File: config.mk
export PLATFORM = sky130hd
export DESIGN_NAME = hci_prio_scheduler_flat
export DESIGN_NICKNAME = d
export VERILOG_FILES = /design/src/rtl/hci_prio_scheduler_pkg.sv /design/src/rtl/hci_prio_scheduler_if.sv /design/src/rtl/hci_sched_quota_counter.sv /design/src/rtl/hci_prio_scheduler.sv /design/src/flat_wrapper.sv
export SDC_FILE = /design/constraint.sdc
export NUM_CORES = 1
export LEC_CHECK = 0
export CORE_MARGIN = 2
export CORE_UTILIZATION = 26
export DETAILED_ROUTE_END_ITERATION = 10
export PLACE_DENSITY = 0.46
export SKIP_CTS_REPAIR_TIMING = 1
export SYNTH_ARGS = -nofsm -noshare
export SYNTH_HDL_FRONTEND = slang
export SYNTH_SLANG_ARGS = --single-unit
export TNS_END_PERCENT = 5
File: constraint.sdc
create_clock -name clk_i -period 4.39 [get_ports clk_i]
set_clock_uncertainty 0.2 [all_clocks]
set_input_delay 1.317 -clock clk_i [delete_from_list [all_inputs] [get_ports clk_i]]
set_output_delay 1.317 -clock clk_i [all_outputs]
set_load 0.05 [all_outputs]
File: src/rtl/hci_prio_scheduler_pkg.sv
// hci_prio_scheduler_pkg: shared types and constants for the priority scheduler
package hci_prio_scheduler_pkg;
  typedef enum logic [1:0] {
    HCI_SCHED_FIXED_CORE,
    HCI_SCHED_FIXED_HWPE,
    HCI_SCHED_WRR,
    HCI_SCHED_RSVD
  } hci_sched_mode_t;
  typedef enum logic {HCI_PHASE_CORE, HCI_PHASE_HWPE} hci_sched_phase_t;
  localparam int unsigned HCI_SCHED_DEFAULT_QUOTA = 1;
  typedef struct packed {
    logic [1:0] arb_policy;
    logic       invert_prio;
    logic       hwpe_prio;
    logic [7:0] low_prio_max_stall;
  } hci_interconnect_ctrl_t;
endpackage

File: src/rtl/hci_prio_scheduler_if.sv
// hci_prio_scheduler_if: per-channel req/gnt of the core and HWPE sides
interface hci_prio_scheduler_if #(
  parameter int unsigned NB_CHAN = 2
);
  logic [NB_CHAN-1:0] core_req, core_gnt, hwpe_req, hwpe_gnt;
  modport master (output core_req, core_gnt, hwpe_req, hwpe_gnt);
  modport slave (input core_req, core_gnt, hwpe_req, hwpe_gnt);
endinterface

File: src/rtl/hci_sched_quota_counter.sv
// hci_sched_quota_counter: beat counter of the current phase and its quota compare
module hci_sched_quota_counter #(
  parameter int unsigned QUOTA_W = 8
) (
  input  logic               clk_i,
  input  logic               rst_i,
  input  logic               clear_i,
  input  logic               load_i,
  input  logic               inc_i,
  input  logic [QUOTA_W-1:0] quota_i,
  output logic               quota_reached_o
);
  logic [QUOTA_W-1:0] beat_cnt_d, beat_cnt_q;
  always_comb begin
    beat_cnt_d = (clear_i || load_i) ? '0 : inc_i ? beat_cnt_q + 1'b1 : beat_cnt_q;
  end
  always_ff @(posedge clk_i) begin
    if (rst_i) beat_cnt_q <= '0;
    else beat_cnt_q <= beat_cnt_d;
  end
  assign quota_reached_o = beat_cnt_q >= quota_i - 1'b1;
endmodule

File: src/rtl/hci_prio_scheduler.sv
// hci_prio_scheduler: weighted round-robin / fixed memory priority between core and HWPE
module hci_prio_scheduler
  import hci_prio_scheduler_pkg::*;
#(
  parameter int unsigned NB_CHAN = 2,
  parameter int unsigned QUOTA_W = 8,
  parameter int unsigned CNT_W   = 16
) (
  input  logic                   clk_i,
  input  logic                   rst_i,
  input  logic                   clear_i,
  input  logic                   cfg_valid_i,
  input  logic [1:0]             cfg_mode_i,
  input  logic [QUOTA_W-1:0]     cfg_quota_core_i,
  input  logic [QUOTA_W-1:0]     cfg_quota_hwpe_i,
  input  logic [7:0]             cfg_max_stall_i,
  hci_prio_scheduler_if.slave    bus,
  output hci_interconnect_ctrl_t ctrl_o,
  output logic                   phase_o,
  output logic [CNT_W-1:0]       switch_cnt_o
);
  localparam logic [QUOTA_W-1:0] DEF_QUOTA = QUOTA_W'(HCI_SCHED_DEFAULT_QUOTA);
  hci_sched_mode_t    mode_d, mode_q;
  hci_sched_phase_t   phase_d, phase_q;
  logic [QUOTA_W-1:0] quota_core_d, quota_core_q, quota_hwpe_d, quota_hwpe_q, quota;
  logic [7:0]         max_stall_d, max_stall_q;
  logic [CNT_W-1:0]   switch_cnt_d, switch_cnt_q;
  logic [NB_CHAN-1:0] fav_req, fav_gnt, oth_req;
  logic               beat, other_pending, quota_reached, wrr, switch_evt;
  always_comb begin
    mode_d        = cfg_valid_i ? hci_sched_mode_t'(cfg_mode_i) : mode_q;
    quota_core_d  = !cfg_valid_i ? quota_core_q : cfg_quota_core_i == '0 ? DEF_QUOTA : cfg_quota_core_i;
    quota_hwpe_d  = !cfg_valid_i ? quota_hwpe_q : cfg_quota_hwpe_i == '0 ? DEF_QUOTA : cfg_quota_hwpe_i;
    max_stall_d   = cfg_valid_i ? cfg_max_stall_i : max_stall_q;
    wrr           = mode_q == HCI_SCHED_WRR;
    fav_req       = phase_q == HCI_PHASE_HWPE ? bus.hwpe_req : bus.core_req;
    fav_gnt       = phase_q == HCI_PHASE_HWPE ? bus.hwpe_gnt : bus.core_gnt;
    oth_req       = phase_q == HCI_PHASE_HWPE ? bus.core_req : bus.hwpe_req;
    quota         = phase_q == HCI_PHASE_HWPE ? quota_hwpe_q : quota_core_q;
    beat          = |(fav_req & fav_gnt);
    other_pending = |oth_req;
    phase_d       = clear_i ? HCI_PHASE_CORE
                  : wrr ? ((beat && quota_reached && other_pending) ? hci_sched_phase_t'(~phase_q) : phase_q)
                  : mode_q == HCI_SCHED_FIXED_HWPE ? HCI_PHASE_HWPE : HCI_PHASE_CORE;
    switch_evt    = !clear_i && phase_d != phase_q;
    switch_cnt_d  = clear_i ? '0 : (switch_evt && !(&switch_cnt_q)) ? switch_cnt_q + 1'b1 : switch_cnt_q;
  end
  always_ff @(posedge clk_i) begin
    if (rst_i) begin
      mode_q       <= HCI_SCHED_FIXED_CORE;
      quota_core_q <= DEF_QUOTA;
      quota_hwpe_q <= DEF_QUOTA;
      max_stall_q  <= '0;
      phase_q      <= HCI_PHASE_CORE;
      switch_cnt_q <= '0;
    end else begin
      mode_q       <= mode_d;
      quota_core_q <= quota_core_d;
      quota_hwpe_q <= quota_hwpe_d;
      max_stall_q  <= max_stall_d;
      phase_q      <= phase_d;
      switch_cnt_q <= switch_cnt_d;
    end
  end
  hci_sched_quota_counter #(.QUOTA_W(QUOTA_W)) i_quota_cnt (
    .clk_i          (clk_i),
    .rst_i          (rst_i),
    .clear_i        (clear_i),
    .load_i         (!wrr || switch_evt),
    .inc_i          (wrr && beat && !quota_reached),
    .quota_i        (quota),
    .quota_reached_o(quota_reached)
  );
  always_comb begin
    ctrl_o                    = '0;
    ctrl_o.hwpe_prio          = phase_q;
    ctrl_o.low_prio_max_stall = max_stall_q;
  end
  assign phase_o      = phase_q;
  assign switch_cnt_o = switch_cnt_q;
endmodule

File: src/flat_wrapper.sv
// flat-port wrapper written by rule: the top's interface ports become plain ports
module hci_prio_scheduler_flat import hci_prio_scheduler_pkg::*;
#(
  parameter int unsigned NB_CHAN = 2,
  parameter int unsigned QUOTA_W = 8,
  parameter int unsigned CNT_W   = 16
)
  (clk_i, rst_i, clear_i, cfg_valid_i, cfg_mode_i, cfg_quota_core_i, cfg_quota_hwpe_i, cfg_max_stall_i, ctrl_o, phase_o, switch_cnt_o, bus_core_req, bus_core_gnt, bus_hwpe_req, bus_hwpe_gnt);
  hci_prio_scheduler_if #(.NB_CHAN(NB_CHAN)) bus_i ();
  input  logic clk_i;
  input  logic rst_i;
  input  logic clear_i;
  input  logic cfg_valid_i;
  input  logic [1:0] cfg_mode_i;
  input  logic [QUOTA_W-1:0] cfg_quota_core_i;
  input  logic [QUOTA_W-1:0] cfg_quota_hwpe_i;
  input  logic [7:0] cfg_max_stall_i;
  output hci_interconnect_ctrl_t ctrl_o;
  output logic phase_o;
  output logic [CNT_W-1:0] switch_cnt_o;
  input wire logic [$bits(bus_i.core_req)-1:0] bus_core_req;
  input wire logic [$bits(bus_i.core_gnt)-1:0] bus_core_gnt;
  input wire logic [$bits(bus_i.hwpe_req)-1:0] bus_hwpe_req;
  input wire logic [$bits(bus_i.hwpe_gnt)-1:0] bus_hwpe_gnt;
  assign bus_i.core_req = bus_core_req;
  assign bus_i.core_gnt = bus_core_gnt;
  assign bus_i.hwpe_req = bus_hwpe_req;
  assign bus_i.hwpe_gnt = bus_hwpe_gnt;
  hci_prio_scheduler #(.NB_CHAN(NB_CHAN), .QUOTA_W(QUOTA_W), .CNT_W(CNT_W)) u_core (.clk_i(clk_i), .rst_i(rst_i), .clear_i(clear_i), .cfg_valid_i(cfg_valid_i), .cfg_mode_i(cfg_mode_i), .cfg_quota_core_i(cfg_quota_core_i), .cfg_quota_hwpe_i(cfg_quota_hwpe_i), .cfg_max_stall_i(cfg_max_stall_i), .bus(bus_i), .ctrl_o(ctrl_o), .phase_o(phase_o), .switch_cnt_o(switch_cnt_o));
endmodule
### After elaboration in Yosys (flattened, before gate mapping)

Index checks and enable logic that the tools add are counted.

* $add $sub $neg: 3
* magnitude comparators: 1
* equality and inequality tests: 3
* muxes and demuxes: 10
* bitwise operators: 2
* reduce and logical (&&, ||, !) cells: 19

Operators with widths (count)
* $mux W8: 3
* $add A16 B1 Y16 const B: 1
* $logic_not A8 Y1: 2
* $reduce_and A16 Y1: 1
* $add A8 B1 Y8 const B: 1
* $ge A8 B8 Y1: 1
* $reduce_or A2 Y1: 4
* $sub A8 B1 Y8 const B: 1
* $logic_and A1 B1 Y1: 6
* $mux W2: 3
* $logic_not A1 Y1: 4
* $mux W1: 4
* $and A2 B2 Y2: 1
* $eq A2 B1 Y1 const B: 1
* $eq A2 B2 Y1 const B: 1
* $logic_or A1 B1 Y1: 2
* $ne A1 B1 Y1: 1
* $not A1 Y1: 1

* bits in registers: 51
* output and inout bits: 29
* word-level logic and storage cells: 45

### Longest topological paths before layout

* word-level depth: 13
* depth in mapped cells: 14

### By module

A second synthesis with hierarchy kept.

* cells, all modules: 301
* area total of the unflattened synthesis: 2703.8 um^2

Modules (own cells, without submodules)
* hci_prio_scheduler: instances 1, cells each 227, area each 2077.0 um^2, sequential area each 860.8 um^2
* hci_sched_quota_counter: instances 1, cells each 74, area each 626.9 um^2, sequential area each 160.2 um^2

### Least setup slack after synthesis

Ideal clock, no wire load.

* path kind: reg-to-reg
* from: register u_core.phase_q (netlist: u_core.phase_o)
* to: register u_core.switch_cnt_q[7] (netlist: u_core.switch_cnt_o[7])
* setup time: 116 ps
* arrival: 3419 ps
* data required time: 4074 ps
* slack: 655 ps
* stages on the path, launching flop included: 14
* path buffers: 2
* cell sequence: dfxtp_1 > buf_1 > mux2i_1 > nand3_1 > or2_2 > nor2_1 > xor2_1 > ha_1 > a21oi_1 > o21ai_0 > a211oi_2 > nor3_4 > buf_4 > a31o_1

* cells in the longest elaborated chain, start to end: 11
* elaborated cells between the ends (all ways): 18

Ends and longest elaborated chain
* start: declaration: RTL line hci_prio_scheduler.sv:24 `hci_sched_phase_t phase_d, phase_q;`
* start signal: assignment: RTL line hci_prio_scheduler.sv:61 `phase_q <= phase_d;`
* $mux W8 (tied with other cells): RTL line hci_prio_scheduler.sv:39 `quota = phase_q == HCI_PHASE_HWPE ? quota_hwpe_q : quota_core_q;`
* $sub A8 B1 Y8 or $and A2 B2 Y2 (tied branches): RTL line hci_sched_quota_counter.sv:21, hci_prio_scheduler.sv:40
* $ge A8 B8 Y1 or $reduce_or A2 Y1 (tied branches): RTL line hci_sched_quota_counter.sv:21, hci_prio_scheduler.sv:40
* $logic_and A1 B1 Y1 (2 in series): RTL line hci_prio_scheduler.sv:43 `: wrr ? ((beat && quota_reached && other_pending) ? hci_sched_phase_t'(~phase_q) : phase_q)`
* $mux W1 (2 in series): RTL line hci_prio_scheduler.sv:43
* $mux W1: RTL line hci_prio_scheduler.sv:42 `phase_d = clear_i ? HCI_PHASE_CORE`
* $ne A1 B1 Y1 (*): RTL line hci_prio_scheduler.sv:45 `switch_evt = !clear_i && phase_d != phase_q;`
* $logic_and A1 B1 Y1 (*): RTL line hci_prio_scheduler.sv:45
* $logic_and A1 B1 Y1 (*): RTL line hci_prio_scheduler.sv:46 `switch_cnt_d = clear_i ? '0 : (switch_evt && !(&switch_cnt_q)) ? switch_cnt_q + 1'b1 : switch_cnt_q;`
* end signal: assignment: RTL line hci_prio_scheduler.sv:62 `switch_cnt_q <= switch_cnt_d;`
* end: declaration: RTL line hci_prio_scheduler.sv:27 `logic [CNT_W-1:0] switch_cnt_d, switch_cnt_q;`

Mark *: on every way between the ends. The rest lies on a longest branch, timed or not.
A chain may end at the register's enable or synchronous reset.

### Worst setup path after layout

* from: register u_core.phase_q (netlist: u_core.phase_o)
* to: register u_core.switch_cnt_q[3] (netlist: u_core.switch_cnt_o[3])

Same word-level chain as after synthesis.

==> run summary <==
The flow ran to the end, and the final reports show no timing, DRC or antenna violations. Entering global routing, the biggest net connects 31 pins. Yosys mapped the design onto 46 distinct sky130hd cell types. Registers take 0.001021 mm^2. The cell at the root of the clock tree is sky130_fd_sc_hd__clkbuf_8. The layout cell share with drive strength beyond 1 came out at 5.759%. The yosys synthesis warning count is 0. The library cell with the highest instance count after synthesis is sky130_fd_sc_hd__nor2_1. The final count of pins violating max slew is 0.

The detailed-routing iteration count for the pre-antenna-repair pass is 4. The total congestion overflow is 0. The number of antenna violations at the first check in global routing is 0. The global-route wire length before repair came out at 11.04 mm. Clock-pin slew was measured on the worst setup and hold paths at 0.10 ns.

In this run the horizontal extent of the chip is 107.1 um. The flip-flop and latch count after synthesis is 51. The number of levels in the clock H-tree is 2.

The relative max-transition margin came out at 59.36%. The floorplan die area is 0.01148 mm^2. The number of nets in the final layout is 431. The count of endpoints failing hold in the final timing report came out at 0. The most area-hungry cell type in the Yosys netlist is sky130_fd_sc_hd__dfxtp_1. The worst-case reg-to-reg path depth came out at 14. The largest vdd supply drop came out at 0.1012 mV. Ranked by total cell area, the synthesized netlist is headed by sky130_fd_sc_hd__dfxtp_1, sky130_fd_sc_hd__mux2i_1, sky130_fd_sc_hd__nor2_1, sky130_fd_sc_hd__ha_1, sky130_fd_sc_hd__a21oi_1. For the pin with the worst max-slew slack, the measured transition is 0.6069 ns. The count of antenna-violating nets left after detailed routing came out at 0. The routed wirelength normalized by instance count came out at 12.71 um.

Global routing used 11.70% of the available tracks across all layers. Setup repair after global routing left no endpoint under its margin. The worst path required time came out at 4.42 ns. After routing, the total negative slack on setup checks comes to 0 ns. Setup violations remaining at the end of the flow were counted as 0. The worst hold path belongs to the class reg2reg.

From bottom edge to top edge, the die measures 107.1 um. The layout overhead on the synthesized area is 31.54%. The clock latency on the worst-skew pair came out at 0.31 ns. The most used flip-flop cell after synthesis is sky130_fd_sc_hd__dfxtp_1. The highest fanout seen on the critical path came out at 23.

TritonCTS built the clock tree. For this design the static power due to leakage is 1.401 nW. The endpoint arrival time on the critical path came out at 3.59 ns. The number of DRC markers after the initial detailed-route iteration is 80. The number of instances in the synthesized netlist came out at 321.

The via density per instance came out at 4.571. The register-to-register setup slack came out at 0.83 ns. The final weighted congestion in routability-driven placement is 0.7276. The maximum clock rate is 280.9 MHz.

Buffers placed on the I/O ports in this run total 63. The maximum number of buffers from clock root to sink is 2. The average instance area after synthesis came out at 8.614 um^2. The via count of the first global-routing pass is 2,292.

The total CTS buffers is 5. The worst setup path is launched from a register. The starting density of the core came out at 26.78%. The class of the most critical setup path is reg2reg.

The area share of the largest cell type after synthesis came out at 36.92%. Counting instances, the worst hold path has a depth of 2. The share of synthesized registers carrying an async set or reset came out at 0%. The worst slack on hold paths is 0.3015 ns. The element type at the critical path end is a register.

After floorplanning, the core was divided into 37 placement rows. The count of filler cells inserted in the layout is 1,071. The area of the placeable core is 0.01032 mm^2. The total DRC errors in the routed layout came out at 0. The multi-input gate area in the final layout is 0.001627 mm^2. 0 antenna diodes ended up in the layout. Summed over all layers, the routed wires come to 6.582 mm.

The sequential cell area fraction in the yosys report is 36.92%. The clock net sink count is 51. The power per cell area is 272.1 mW/mm^2. The mapped netlist covers 0.002765 mm^2. The number of max-cap violations came out at 0. The number of flops mapped to enable cells by yosys is 0.

The final critical-path share of the clock period came out at 81.09%. The number of vias after detailed routing is 2,368. The detailed placer's ending HPWL came out at 4.800 mm.

The clock period could shrink to 3.560 ns. By count the netlist is led by sky130_fd_sc_hd__nor2_1, sky130_fd_sc_hd__dfxtp_1, sky130_fd_sc_hd__mux2i_1, sky130_fd_sc_hd__a21oi_1, sky130_fd_sc_hd__nand3_1. The I/O pin count came out at 67.
## layer usage
metal  global-route usage, %  vias to the layer above  share of wire [%]
met1                   16.98                     1061                 52
li1                        -                     1241                  -
met4                   3.340                        0                1.1
met3                   2.736                        6                5.9
met2                   17.13                       60                 41
met5                       0                        -                  0
## cell families (layout without fill, tap and decap cells)
kind of cell / Yosys count / in the layout / synth area share [%]
buf+inv: 26 / 85 / 4.525
flops: 51 / 51 / 36.92
other cells: 1 / 3 / 0.1356
fa+ha+maj: 11 / 11 / 4.977
compound gates: 47 / 47 / 11.04
mux: 35 / 35 / 12.67
simple gates: 133 / 133 / 24.34
xor+xnor: 17 / 17 / 5.385
## where the power goes
| group | internal [W] | total, W | switching, W |
|---|---|---|---|
| clock | 0.000167 | 0.000329 | 0.000163 |
| sequential | 0.000477 | 0.000488 | 0.0000111 |
| combinational | 0.0000811 | 0.000172 | 0.0000910 |
## final timing paths
kind / from / to
hold / removal: u_core.quota_core_q[1]$_SDFFE_PP0P_ / u_core.quota_core_q[1]$_SDFFE_PP0P_
setup / recovery: u_core.phase_o$_SDFF_PP0_ / u_core.switch_cnt_o[3]$_SDFFE_PP0P_
setup reg to reg: u_core.phase_o$_SDFF_PP0_ / u_core.switch_cnt_o[3]$_SDFFE_PP0P_
hold reg to reg: u_core.quota_core_q[1]$_SDFFE_PP0P_ / u_core.quota_core_q[1]$_SDFFE_PP0P_
## cells in the final DEF, fill, tap and decap left out, drive strengths merged, types with 3 or more instances in the layout
cell type	Yosys	layout
buf	10	7
and3	10	10
dfxtp	51	51
nand3	13	13
or2	4	4
xnor2	8	8
o21ai	7	7
and2	4	4
clkdlybuf4s50	0	63
nand2	12	12
mux2i	35	35
nor3	9	9
nor2b	4	4
nor2	54	54
a21oi	21	21
nand4	7	7
a21o	5	5
conb	1	3
ha	11	11
clkbuf	8	5
inv	8	8
and4	3	3
xor2	9	9
## state kept, by name, summed over array words and instances (netlist names)
register	cells
u_core.phase_o	1
u_core.max_stall_q	8
u_core.switch_cnt_o	16
u_core.quota_hwpe_q	8
u_core.quota_core_q	8
u_core.i_quota_cnt.beat_cnt_q	8
u_core.mode_q	2
## metrics by stage
stage	power (W)	util, %	instance area (um^2)	setup slack (ns)	std cells
finish	0.0009896	35.23	3637	0.8301	518
CTS	0.001010	35.23	3637	0.7368	518
floorplan	0.0006066	-	2773	0.6550	323
global route	0.001038	35.23	3637	0.4251	518
global placement	0.0006704	34.20	3531	0.7094	511
detailed placement	0.0006724	34.20	3531	0.6604	511
## critical path: stages (launching register included)
cell	delay, ns
sky130_fd_sc_hd__dfxtp_1	0.42
sky130_fd_sc_hd__buf_4	0.24
sky130_fd_sc_hd__mux2i_1	0.28
sky130_fd_sc_hd__nand3_1	0.14
sky130_fd_sc_hd__or2_2	0.33
sky130_fd_sc_hd__nor2_1	0.13
sky130_fd_sc_hd__xor2_1	0.16
sky130_fd_sc_hd__ha_1	0.28
sky130_fd_sc_hd__a21oi_1	0.13
sky130_fd_sc_hd__o21ai_0	0.15
sky130_fd_sc_hd__a211oi_2	0.42
sky130_fd_sc_hd__nor3_4	0.07
sky130_fd_sc_hd__buf_4	0.23
sky130_fd_sc_hd__nand4_1	0.13
sky130_fd_sc_hd__mux2i_1	0.17
## layout make-up
cell class / count / share of cell area [%]
Multi-Input combinational cell: 246 / 44.72
Sequential cell: 51 / 28.07
Timing Repair Buffer: 70 / 18.78
Tap cell: 136 / 4.678
Clock buffer: 5 / 1.892
Clock inverter: 2 / 1.032
Inverter: 8 / 0.8256
Note: power is estimated with default switching activity, not from simulation.
